[src/rtl/effect_ctrl_pkg.sv]
`default_nettype none
// ============================================================================
//  Module      : effect_ctrl_pkg
//  Description : Shared step-law types, tier constants and tier lookup for
//                the effect parameter controller.
//  Revision    : 1.0 - initial release
// ============================================================================
package effect_ctrl_pkg;

    typedef enum logic {
        STEP_LINEAR = 1'b0,
        STEP_TIERED = 1'b1
    } step_law_e;

    localparam logic [31:0] TIER_BOUND0 = 32'd100;
    localparam logic [31:0] TIER_BOUND1 = 32'd500;
    localparam logic [31:0] TIER_BOUND2 = 32'd1000;
    localparam logic [31:0] TIER_STEP0  = 32'd10;
    localparam logic [31:0] TIER_STEP1  = 32'd50;
    localparam logic [31:0] TIER_STEP2  = 32'd100;
    localparam logic [31:0] TIER_STEP3  = 32'd500;

    // Decrement looks up tier(v-1) so that inc/dec are inverse on grid points.
    function automatic logic [31:0] tier_step(input logic [31:0] x);
        if (x < TIER_BOUND0)      return TIER_STEP0;
        else if (x < TIER_BOUND1) return TIER_STEP1;
        else if (x < TIER_BOUND2) return TIER_STEP2;
        else                      return TIER_STEP3;
    endfunction

endpackage
`default_nettype wire

[src/rtl/key_debouncer.sv]
`default_nettype none
// ============================================================================
//  Module      : key_debouncer
//  Description : Active-low key synchroniser, debouncer and auto-repeat FSM
//                producing single-cycle step pulses.
//  Revision    : 1.0 - initial release
// ============================================================================
module key_debouncer #(
    parameter int DEBOUNCE_CYCLES = 500000,
    parameter int REPEAT_DELAY    = 25000000,
    parameter int REPEAT_RATE     = 5000000
) (
    input  logic clk,
    input  logic rst,
    input  logic i_key_n,
    input  logic i_cancel,
    output logic o_step
);

    localparam int c_DB_W   = $clog2(DEBOUNCE_CYCLES + 1);
    localparam int c_RP_MAX = (REPEAT_DELAY > REPEAT_RATE) ? REPEAT_DELAY : REPEAT_RATE;
    localparam int c_RP_W   = $clog2(c_RP_MAX + 1);

    localparam logic [c_DB_W-1:0] c_DB_LAST    = c_DB_W'(DEBOUNCE_CYCLES - 1);
    localparam logic [c_RP_W-1:0] c_DELAY_LAST = c_RP_W'(REPEAT_DELAY - 1);
    localparam logic [c_RP_W-1:0] c_RATE_LAST  = c_RP_W'(REPEAT_RATE - 1);

    localparam logic [1:0] c_IDLE      = 2'd0;
    localparam logic [1:0] c_HELD_WAIT = 2'd1;
    localparam logic [1:0] c_REPEATING = 2'd2;

    logic              r_sync1;
    logic              r_sync2;
    logic              r_pressed;
    logic              r_pressed_d;
    logic              r_step;
    logic [c_DB_W-1:0] r_db_cnt;
    logic [c_RP_W-1:0] r_rp_cnt;
    logic [1:0]        r_state;
    logic              w_sync_pressed;

    assign w_sync_pressed = ~r_sync2;
    assign o_step         = r_step;

    always_ff @(posedge clk) begin
        if (rst) begin
            r_sync1     <= 1'b1;
            r_sync2     <= 1'b1;
            r_pressed   <= 1'b0;
            r_pressed_d <= 1'b0;
            r_step      <= 1'b0;
            r_db_cnt    <= '0;
            r_rp_cnt    <= '0;
            r_state     <= c_IDLE;
        end else begin
            r_sync1 <= i_key_n;
            r_sync2 <= r_sync1;

            if (w_sync_pressed != r_pressed) begin
                if (r_db_cnt == c_DB_LAST) begin
                    r_pressed <= w_sync_pressed;
                    r_db_cnt  <= '0;
                end else begin
                    r_db_cnt <= r_db_cnt + c_DB_W'(1);
                end
            end else begin
                r_db_cnt <= '0;
            end
            r_pressed_d <= r_pressed;

            // A cancelled hold parks in IDLE; only a fresh press edge restarts it.
            r_step <= 1'b0;
            if (i_cancel || !r_pressed) begin
                r_state  <= c_IDLE;
                r_rp_cnt <= '0;
            end else begin
                case (r_state)
                    c_IDLE: begin
                        if (!r_pressed_d) begin
                            r_step   <= 1'b1;
                            r_rp_cnt <= '0;
                            r_state  <= c_HELD_WAIT;
                        end
                    end
                    c_HELD_WAIT: begin
                        if (r_rp_cnt == c_DELAY_LAST) begin
                            r_step   <= 1'b1;
                            r_rp_cnt <= '0;
                            r_state  <= c_REPEATING;
                        end else begin
                            r_rp_cnt <= r_rp_cnt + c_RP_W'(1);
                        end
                    end
                    c_REPEATING: begin
                        if (r_rp_cnt == c_RATE_LAST) begin
                            r_step   <= 1'b1;
                            r_rp_cnt <= '0;
                        end else begin
                            r_rp_cnt <= r_rp_cnt + c_RP_W'(1);
                        end
                    end
                    default: r_state <= c_IDLE;
                endcase
            end
        end
    end

endmodule
`default_nettype wire

[src/rtl/effect_param_controller.sv]
`default_nettype none
// ============================================================================
//  Module      : effect_param_controller
//  Description : Front-panel controller stepping NUM_PARAMS clamped effect
//                parameters from two debounced, auto-repeating keys.
//  Revision    : 1.0 - initial release
// ============================================================================
module effect_param_controller
    import effect_ctrl_pkg::*;
#(
    parameter int                             NUM_PARAMS      = 2,
    parameter int                             PARAM_W         = 16,
    parameter int                             SEL_W           = 10,
    parameter logic [NUM_PARAMS*PARAM_W-1:0]  P_MIN           = {16'd20, 16'd1},
    parameter logic [NUM_PARAMS*PARAM_W-1:0]  P_MAX           = {16'd32000, 16'd50},
    parameter logic [NUM_PARAMS*PARAM_W-1:0]  P_DEFAULT       = {16'd1000, 16'd1},
    parameter logic [NUM_PARAMS-1:0]          P_TIERED        = 2'b10,
    parameter int                             DEBOUNCE_CYCLES = 500000,
    parameter int                             REPEAT_DELAY    = 25000000,
    parameter int                             REPEAT_RATE     = 5000000
) (
    input  logic                            CLK,
    input  logic                            reset,
    input  logic                            key_dec_n,
    input  logic                            key_inc_n,
    input  logic [SEL_W-1:0]                SW,
    output logic [NUM_PARAMS*PARAM_W-1:0]   values,
    output logic [3:0]                      mode,
    output logic                            changed
);

    localparam logic [SEL_W-1:0] c_SEL_ONE  = SEL_W'(1);
    localparam logic [SEL_W-1:0] c_SEL_LAST = SEL_W'(NUM_PARAMS);

    logic [SEL_W-1:0]   r_sw_sync1;
    logic [SEL_W-1:0]   r_sw_sync2;
    logic [3:0]         r_mode;
    logic [3:0]         w_mode_next;
    logic               r_changed;
    logic [PARAM_W-1:0] r_val [NUM_PARAMS];
    logic               w_cancel;
    logic               w_inc_ev;
    logic               w_dec_ev;
    logic [PARAM_W-1:0] w_cur;
    logic [PARAM_W-1:0] w_min;
    logic [PARAM_W-1:0] w_max;
    logic [PARAM_W-1:0] w_new;
    step_law_e          w_law;
    logic [PARAM_W:0]   w_ext;
    logic [PARAM_W:0]   w_step;
    logic [PARAM_W:0]   w_sum;
    logic               w_under;
    logic               w_apply;

    always_comb begin
        w_mode_next = 4'd0;
        if (r_sw_sync2 >= c_SEL_ONE && r_sw_sync2 <= c_SEL_LAST)
            w_mode_next = r_sw_sync2[3:0];
    end

    assign w_cancel = (w_mode_next != r_mode);

    key_debouncer #(
        .DEBOUNCE_CYCLES (DEBOUNCE_CYCLES),
        .REPEAT_DELAY    (REPEAT_DELAY),
        .REPEAT_RATE     (REPEAT_RATE)
    ) u_inc_key (
        .clk      (CLK),
        .rst      (reset),
        .i_key_n  (key_inc_n),
        .i_cancel (w_cancel),
        .o_step   (w_inc_ev)
    );

    key_debouncer #(
        .DEBOUNCE_CYCLES (DEBOUNCE_CYCLES),
        .REPEAT_DELAY    (REPEAT_DELAY),
        .REPEAT_RATE     (REPEAT_RATE)
    ) u_dec_key (
        .clk      (CLK),
        .rst      (reset),
        .i_key_n  (key_dec_n),
        .i_cancel (w_cancel),
        .o_step   (w_dec_ev)
    );

    // Widened arithmetic: underflow is flagged explicitly, overflow cannot occur.
    always_comb begin
        w_cur = '0;
        w_min = '0;
        w_max = '0;
        w_law = STEP_LINEAR;
        for (int i = 0; i < NUM_PARAMS; i++) begin
            if (r_mode == 4'(i + 1)) begin
                w_cur = r_val[i];
                w_min = P_MIN[i*PARAM_W +: PARAM_W];
                w_max = P_MAX[i*PARAM_W +: PARAM_W];
                w_law = P_TIERED[i] ? STEP_TIERED : STEP_LINEAR;
            end
        end
        w_ext = {1'b0, w_cur};
        if (w_law == STEP_TIERED)
            w_step = (PARAM_W+1)'(tier_step(w_inc_ev ? 32'(w_cur) : 32'(w_cur) - 32'd1));
        else
            w_step = (PARAM_W+1)'(1);
        w_under = 1'b0;
        if (w_inc_ev) begin
            w_sum = w_ext + w_step;
        end else begin
            w_under = (w_step > w_ext);
            w_sum   = w_ext - w_step;
        end
        if (w_under || w_sum < {1'b0, w_min})
            w_new = w_min;
        else if (w_sum > {1'b0, w_max})
            w_new = w_max;
        else
            w_new = w_sum[PARAM_W-1:0];
        w_apply = (w_inc_ev ^ w_dec_ev) && (r_mode != 4'd0) && (w_new != w_cur);
    end

    always_ff @(posedge CLK) begin
        if (reset) begin
            r_sw_sync1 <= '0;
            r_sw_sync2 <= '0;
            r_mode     <= 4'd0;
            r_changed  <= 1'b0;
            for (int i = 0; i < NUM_PARAMS; i++)
                r_val[i] <= P_DEFAULT[i*PARAM_W +: PARAM_W];
        end else begin
            r_sw_sync1 <= SW;
            r_sw_sync2 <= r_sw_sync1;
            r_mode     <= w_mode_next;
            r_changed  <= w_apply;
            for (int i = 0; i < NUM_PARAMS; i++)
                if (w_apply && r_mode == 4'(i + 1))
                    r_val[i] <= w_new;
        end
    end

    for (genvar g = 0; g < NUM_PARAMS; g++) begin : g_values
        assign values[g*PARAM_W +: PARAM_W] = r_val[g];
    end

    assign mode    = r_mode;
    assign changed = r_changed;

endmodule
`default_nettype wire

[config.mk]
export PLATFORM = sky130hd
export DESIGN_NAME = effect_param_controller
export DESIGN_NICKNAME = d
export VERILOG_FILES = /design/src/rtl/effect_ctrl_pkg.sv /design/src/rtl/key_debouncer.sv /design/src/rtl/effect_param_controller.sv
export SDC_FILE = /design/constraint.sdc
export NUM_CORES = 1
export LEC_CHECK = 0
export ABC_AREA = 1
export BUFFER_PORTS_ARGS = -buffer_cell sky130_fd_sc_hd__buf_4
export CORE_MARGIN = 2
export CORE_UTILIZATION = 55
export CTS_CLUSTER_DIAMETER = 30
export DETAILED_ROUTE_END_ITERATION = 12
export PLACE_DENSITY = 0.7
export RECOVER_POWER = 25
export SYNTH_ARGS = -nofsm -noshare
export SYNTH_HDL_FRONTEND = slang
export SYNTH_SLANG_ARGS = --single-unit
[constraint.sdc]
create_clock -name CLK -period 15.2 [get_ports CLK]
set_input_delay 3.04 -clock CLK [delete_from_list [all_inputs] [get_ports CLK]]
set_output_delay 3.04 -clock CLK [all_outputs]
set_load 0.005 [all_outputs]
# After elaboration in Yosys (flattened, before gate mapping)
# Memories as Yosys holds them, arrays and structs flattened.
# Cells that the tools add are included.
# W data, S select, Z words.
# classes
magnitude_cmp	8
eq_ne	20
n_reduce_logical	25
muxes	49
bitwise_logic	9
addsub	7
# ops
op	n
$mux W25	6
$pmux W25 S3	2
$mux W16	8
$add A25 B1 Y25 const B	2
$eq A25 B23 Y1 const B	2
$eq A25 B25 Y1 const B	2
$add A19 B1 Y19 const B	2
$eq A19 B19 Y1 const B	2
$gt A17 B16 Y1	2
$mux W17	2
$lt A32 B10 Y1 const B	1
$lt A32 B7 Y1 const B	1
$lt A32 B9 Y1 const B	1
$mux W32	1
$mux W9	3
$add A16 B17 Y17	1
$lt A17 B16 Y1	1
$mux W1	17
$sub A16 B1 Y17 const B	1
$sub A16 B17 Y17	1
$ne A16 B16 Y1	1
$pmux W2 S3	2
$ge A10 B1 Y1 const B	1
$le A10 B2 Y1 const B	1
25 further kinds	55
# totals
ram_bits	32
input_bits	14
regBits	127
mem_count	1
wordCells	139
# mem_list
name	depth	word_bits	read_ports	rd_ports_with_merged_regs	write_ports	line_no	rtl
r_val	2	16	2	0	2	effect_param_controller.sv:40	logic [PARAM_W-1:0] r_val [NUM_PARAMS];

# Depth between registers and ports, before layout
# Gate-level depths: netlist of run 1.
# depth
depth_word	22
ltp_mapped	55
mapped_depth_nobuf	53

# Cells and area by module
# From an unflattened synthesis of run 1, not the netlist that was laid out.
# hier_totals
hier_cells	1613
area_unflattened_um2	10819.1
# modules_own_cells
mod	area_per_inst_um2	cells_per_inst	seq_area_each_um2	n_inst
effect_param_controller	5143.7	760	1461.4	1
key_debouncer at u_inc_key	2875.3	435	1021.0	1
key_debouncer at u_dec_key	2800.2	418	1021.0	1

# Worst setup path before layout of run 1
# Ideal clock, no wire load.
# synth_timing
path_type	flip-flop to flip-flop
from	reg r_mode[1] (netlist: mode[1])
to	mem r_val[0][0] (enable)
slack_ns	8.253
arrival_time_ns	6.536
setup_ns	0.411
required_time_ns	14.789
synth_period_minus_slack_ns	6.947
path_stages_with_launch	49
path_cell_list	dfxtp_1 inv_2 nor2_4 nand2_4 buf_6 o21ai_4 nor2_1 nand2_1 inv_1 nand2_1 nand3_1 nor2_1 nand2_1 nor2_1 nand2_1 ha_1 inv_1 nand3_1 [... 13 more ...] nand2_1 inv_1 ha_1 nand2_1 nor2_1 nand4_1 nor3_1 nand2_1 nand2_2 buf_4 nand2_1 nand3_1 nand2_1 xor2_1 nor2_1 nand2_2 nand2_1 o21ai_0
# synth_rtl
element	line_no	rtl
start: declaration	effect_param_controller.sv:37	logic [3:0] r_mode;
start signal: assignment	effect_param_controller.sv:133	r_mode <= w_mode_next;
end: declaration	effect_param_controller.sv:40	

==> metrics.txt, run 1 <==
max-slew violations=0; Hold WC Path Type=reg2reg; Finished Layout Cells=roughly 1.7k; Mean Syn Cell Area=6.90 sq um; xor/xnor share of the synthesized area=1.92%; ys flop type=dfxtp_1; Die W=136 um; final hold violations=0; simple-gate share of the synthesized area=36.3%; slew of the pin with the lowest slew margin=1.28 ns; Multi-input gate area=5120 sq um; cell mode on critical path=nand2_1; gp weighted congestion=0.963; critical path endpoint category=flop; leak pwr=4.63 nW; layout cell share with drive strength beyond 1=8.68%; Die H=136 um; wire length on met2=11.0 mm; max layer used=met4; I/O Buffers=50; Setup Skew=0.00966 ns; max-cap violation count=0; Yosys warnings=0; DRT Pass-1 Iters=8; via count=between 9k and 10k; initial DRC count=757; CP startpoint kind=flop; Slew headroom=14.4%; nets=1,500; Distinct cells, synth=55; diodes inserted=0; highest clock rate=approximately 120 MHz; CTS tree=built; routed length on met1=10.6 mm; detailed placement HPWL=17.7 mm; CTS sink cnt=159; fillers=1,622; Critical Path Fanout Max=27; slowest stage delay, CP=approximately 0.74 ns; Top delay family on crit path=simple AND/OR/NAND/NOR gates; CP arrival=8.31 ns; largest net degree at the start of global routing=32; RSZ-0062 raised after global routing=no; Post-synth EDFFs=32; number of buffers and inverters on the critical path=6; maximum VDD drop=0.0929 mV; Resized Gates After CTS=0; ys async rst share=0%; Seq. cell area=3500 sq um; Synth Area in Compound Gates=8.75%; clk buf depth=2; first-pass GRT wire length=38.8 mm; total congestion overflow=0; Setup TNS=0 ns; CTS Buf Count=17; postcts setup bufs=0; Required @ worst endpoint=15.31 ns; sequential share of the synthesized area=36.6%; clk slew on worst S/H paths=0.07 ns; fin crit period=8.20 ns; Core Region=approximately 17,000 sq um; vias in the first global route=8,104; run status=complete, no violations; Die ar.=18,500 sq um; number of synthesized register bits=~160; io pins=between 50 and 60; # DRC=0; Hold Buf Count CTS=0; Setup-failing EPs final=0; slowest cell on the critical path=o21ai_1; post-route clock period utilization=a little over half; Setup CP Type=reg2reg; largest family of logic cells by synthesized area=simple AND/OR/NAND/NOR gates; WL/cell=13.9 um; initial antenna violation count=0; initial core utilization=55.7%; post-synthesis adder-cell area fraction=6.31%; DRT Wirelength=23.4 mm; Clock Latency Late Sink=0.43 ns; Layout area overhead=11.9%; mux cell area share after synthesis=0.105%; Total GRT Usage=26.3%; Vias/cell=5.37; Inst Count DP=1,645; H-tree levels=4; met3 WL=1.34 mm; Post-Synthesis Cells=1,387; site row count=48; Root Buffer=clkbuf_16; pwr/cell area=between 80 and 90 nW/um^2; Synth Cell Area=roughly 9600 sq um; Antenna Nets Post-Route=0
-- sequential cells by signal (all words and copies together), names as in the netlist --
register / count
u_inc_key.r_pressed_d: 1
u_inc_key.o_step: 1
u_inc_key.r_state: 2
u_inc_key.r_pressed: 1
u_inc_key.r_db_cnt: 19
r_sw_sync2: 10
u_dec_key.r_sync1: 1
u_dec_key.r_state: 2
mode: 4
u_dec_key.o_step: 1
r_val: 32
r_sw_sync1: 10
u_inc_key.r_sync2: 1
changed: 1
u_dec_key.r_db_cnt: 19
u_inc_key.r_rp_cnt: 25
u_dec_key.r_rp_cnt: 25
u_dec_key.r_pressed: 1
u_inc_key.r_sync1: 1
u_dec_key.r_pressed_d: 1
u_dec_key.r_sync2: 1
-- final timing paths --
kind | start | end | slack, ns | cells past startpoint
min reg2reg | r_sw_sync1[4]$_SDFF_PP0_ | r_sw_sync2[4]$_SDFF_PP0_ | 0.40 | 2
min | r_sw_sync1[4]$_SDFF_PP0_ | r_sw_sync2[4]$_SDFF_PP0_ | 0.40 | 2
max | mode[3]$_SDFF_PP0_ | r_val[0][5]$_SDFFCE_PN0P_ | 7.00 | 51
max reg2reg | mode[3]$_SDFF_PP0_ | r_val[0][5]$_SDFFCE_PN0P_ | 7.00 | 51
-- cell usage in the layout, fill, tap and decap left out, drive strengths merged, types with 21 or more instances in the layout --
cell	instances
inv	224
nor3	46
nand2	308
edfxtp	32
nand3	137
ha	45
a21oi	61
nand4	41
nor2	201
clkbuf	21
dfxtp	127
o21ai	41
buf	49
-- tightest hold or removal path: stages (launching register included) --
cell	delay [ns]
dfxtp_1	0.30
inv_1	0.04
nor2_1	0.03
-- kinds of logic (layout without fill, tap and decap cells) --
group                    after synthesis  in the layout
AND/OR/NAND/NOR                      778            778
buffers and inverters                241            303
flip-flops                           159            159
AO/OA/AOI/OAI                        139            139
adder cells (fa/ha/maj)               47             47
XOR/XNOR                              21             21
other                                  1              4
multiplexers                           1              1
-- metrics by stage --
stage,cell area [sq um],worst slack (ns),power [mW],util [%],hold slack [ns]
3_5_place_dp,10100,7.18,0.492,59.0,0.392
5_1_grt,10700,6.10,0.935,62.3,0.413
4_1_cts,10700,7.15,0.909,62.3,0.402
2_1_floorplan,9580,8.25,0.476,-,0.388
3_3_place_gp,10100,7.36,0.492,59.0,0.390
6_report,10700,7.00,0.900,62.3,0.400
-- power breakdown --
group	switching [mW]	internal [mW]
combinational	0.0282	0.0156
sequential	0.00352	0.435
clock	0.197	0.220
-- synth_stat cells (all sizes together) (3+ instances only) --
cell type / n / area [sq um]
edfxtp: 32 / 961
nand2: 308 / 1190
xnor2: 3 / 26.3
buf: 11 / 83.8
clkbuf: 12 / 45.0
a221oi: 3 / 26.3
nand4: 41 / 272
nand3: 137 / 691
nor2: 201 / 792
o21a: 4 / 30.0
a21oi: 61 / 305
clkinv: 4 / 15.0
inv: 214 / 803
nor3: 46 / 230
xor2: 18 / 158
nor4: 14 / 87.6
nand3b: 6 / 45.0
a211oi: 10 / 75.1
or2: 10 / 62.6
and3: 4 / 25.0
o31ai: 3 / 22.5
nor3b: 7 / 52.6
dfxtp: 127 / 2540
ha: 45 / 563
o21ai: 41 / 243
-- metal layers --
metal  vias up  global-route usage (%)
li1       4631                       -
met1      4045                    34.5
met2       292                    44.4
met3        34                    4.81
met4         0                    7.58
met5         -                       0
-- cell type report --
| cell class | count | share of cell area, % |
|---|---|---|
| Multi-Input combinational cell | 990 | 47.9 |
| Clock buffer | 17 | 3.98 |
| Inverter | 218 | 7.65 |
| Sequential cell | 159 | 32.7 |
| Tap cell | 225 | 2.63 |
| Timing Repair Buffer | 53 | 3.61 |
| Clock inverter | 15 | 1.47 |
No activity file was read; power rests on OpenSTA's default activity.
==> inputs of run 2 (changes only) <==
--- a/config.mk
+++ b/config.mk
@@ -11,7 +11,7 @@
 export CORE_UTILIZATION = 55
 export CTS_CLUSTER_DIAMETER = 30
 export DETAILED_ROUTE_END_ITERATION = 12
-export PLACE_DENSITY = 0.7
+export PLACE_DENSITY = 0.73
 export RECOVER_POWER = 25
 export SYNTH_ARGS = -nofsm -noshare
 export SYNTH_HDL_FRONTEND = slang
==> constraint.sdc (replaced) <==
create_clock -name CLK -period 6.9 [get_ports CLK]
set_input_delay 1.38 -clock CLK [delete_from_list [all_inputs] [get_ports CLK]]
set_output_delay 1.38 -clock CLK [all_outputs]
set_load 0.005 [all_outputs]
==> metrics.txt, run 2 (synthesized netlist as in run 1, its figures left out) <==
Setup Skew=0.0125 ns (+0.00286 ns); clk buf depth=2 (unchanged); I/O Buffers=50 (unchanged); Largest register FFs=32 (unchanged); Hold WS=0.401 ns (+0.000867 ns); H-tree levels=4 (unchanged); cell mode on critical path=nand2_1; initial antenna violation count=0 (unchanged); DP Area=10,600 sq um (+5.0%); WL/cell=15.1 um (+8.5%); site row count=48 (unchanged); gp weighted congestion=0.975 (+1.2%); vias in the first global route=8,375 (+3.3%); Finished Layout Cells=1,783 (+6.3%); wire length on met2=12.6 mm (+15%); Hold Buf Count CTS=0 (unchanged); Inst Count DP=1,707 (+3.8%); CTS sink cnt=159 (unchanged); highest clock rate=150 MHz (+23%); largest net degree at the start of global routing=32 (unchanged); DRT Wirelength=27.0 mm (+15%); met3 WL=1.92 mm (+43%); pre-CTS setup slack=-0.0540 ns (-7.23 ns); fin crit period=6.68 ns (-1.52 ns); biggest regs=r_val x32, u_dec_key.r_rp_cnt x25, u_inc_key.r_rp_cnt x25; most common cell after layout, fill and taps aside=nand2_1; Die W=136 um (unchanged); final hold violations=0 (unchanged); total congestion overflow=0 (unchanged); CTS Buf Count=17 (unchanged); critical path endpoint category=flop; Seq. cell area=3510 sq um (+0.29%); routed length on met1=11.6 mm (+9.3%); fillers=1,355 (-16%); slew of the pin with the lowest slew margin=1.22 ns (-0.0630 ns); post-route clock period utilization=96.8% (+43 points); clk slew on worst S/H paths=0.07 ns (about the same); RSZ-0062 raised after global routing=yes; Vias/cell=5.51 (+2.6%); leak pwr=5.36 nW (+16%); Total GRT Usage=27.2% (+0.95 points); Die H=136 um (unchanged); # DRC=0 (unchanged); Setup-failing EPs final=0 (unchanged); diodes inserted=0 (unchanged); max layer used=met4; Setup CP Type=reg2reg; post-route setup slack=0.222 ns (-6.78 ns); Critical Path Fanout Max=7 (-74%); run status=complete, no violations; pwr/cell area=166 nW/um^2 (+97%); initial core utilization=55.7% (unchanged); max-cap violation count=0 (unchanged); most frequent cells in the layout=255 x nand2_1, 198 x inv_1, 172 x nor2_1; layout cell share with drive strength beyond 1=23.9% (+15 points); Layout area overhead=30.1%; detailed placement HPWL=19.0 mm (+7.2%); DRT Pass-1 Iters=6 (-2); Required @ worst endpoint=7.05 ns (-8.26 ns); Root Buffer=clkbuf_16; slowest stage delay, CP=0.36 ns (-0.38 ns); design area=12,400 sq um (+16%); nets=1,606 (+7.1%); largest reg by FF count=r_val; Hold WC Path Type=reg2reg; CP arrival=6.83 ns (-1.48 ns); CP startpoint kind=flop; Multi-input gate area=5840 sq um (+14%); initial DRC count=979 (+29%); via count=9,817 (+9.1%); Clock Latency Late Sink=0.44 ns (about the same); first-pass GRT wire length=39.9 mm (+3.0%); CTS tree=built; Core Region=17,200 sq um (unchanged); slowest cell on the critical path=dfxtp_2; Antenna Nets Post-Route=0 (unchanged); Die ar.=18,500 sq um (unchanged); maximum VDD drop=0.181 mV (+95%); max-slew violations=0 (unchanged); Slew headroom=18.6% (+4.2 points); io pins=51 (unchanged)
## run 2: changes by cell type in the layout (fill, tap and decap cells not counted), moves of 22 or more
cell     previous run  this run
buf_4              49       129
nand2_1           297       255
nand3_1           136        98
nand2_2            10        43
nand3_2             1        32
nor2_1            194       172
## run 2: worst paths after layout
path / startpoint / to / slack (ns) / cells after the start
max: mode[2]$_SDFF_PP0_ / r_val[0][3]$_SDFFCE_PN0P_ / 0.22 / 54
min reg2reg: r_sw_sync1[2]$_SDFF_PP0_ / r_sw_sync2[2]$_SDFF_PP0_ / 0.40 / 2
min: r_sw_sync1[2]$_SDFF_PP0_ / r_sw_sync2[2]$_SDFF_PP0_ / 0.40 / 2
max reg2reg: mode[2]$_SDFF_PP0_ / r_val[0][3]$_SDFFCE_PN0P_ / 0.22 / 54
## run 2: layout make-up
class | count | area share [%]
well taps | 225 | 2.26
flip-flops and latches | 159 | 28.2
inverters | 218 | 6.62
repair buffers | 158 | 11.1
clock inverters | 12 | 1.13
clock buffers | 20 | 3.76
multi-input cells | 991 | 46.9
## run 2: where the power goes
part / total [mW] / internal, mW / leakage, nW / switching (mW)
Combinational: 0.139 / 0.0568 / 3.72 / 0.0820
Sequential: 0.967 / 0.959 / 1.33 / 0.00827
Clock: 0.958 / 0.544 / 0.301 / 0.414
Total: 2.06 / 1.56 / 5.36 / 0.504
## run 2: per-stage QoR
step	total power [mW]	TNS, ns	util (%)
3_5_place_dp	1.09	-0.639	61.9
5_1_grt	2.13	-11.50	72.5
6_report	2.06	0	72.5
4_1_cts	2.05	0	65.9
2_1_floorplan	1.05	-1.52	-
3_3_place_gp	1.09	0	61.9
## run 2: timing repair
action	4_1_cts	5_1_grt
pin swaps	2	81
cloned	0	4
resized for setup	5	195
setup endpoints to repair	32	63
buffers inserted	4	37
## run 2: critical path, delay by kind of cell, from the launching register on
kind                     cells  cell delay [ns]
AND/OR/NAND/NOR             38             3.51
buffers and inverters       10             1.15
AO/OA/AOI/OAI                4             0.74
adder cells (fa/ha/maj)      2             0.61
flip-flops                   1             0.36
## run 2: routing by layer
metal	GRT usage, %	vias to the layer above
met5	0	-
met4	9.26	0
met3	5.56	79
met2	44.1	368
met1	36.3	4523
li1	-	4847
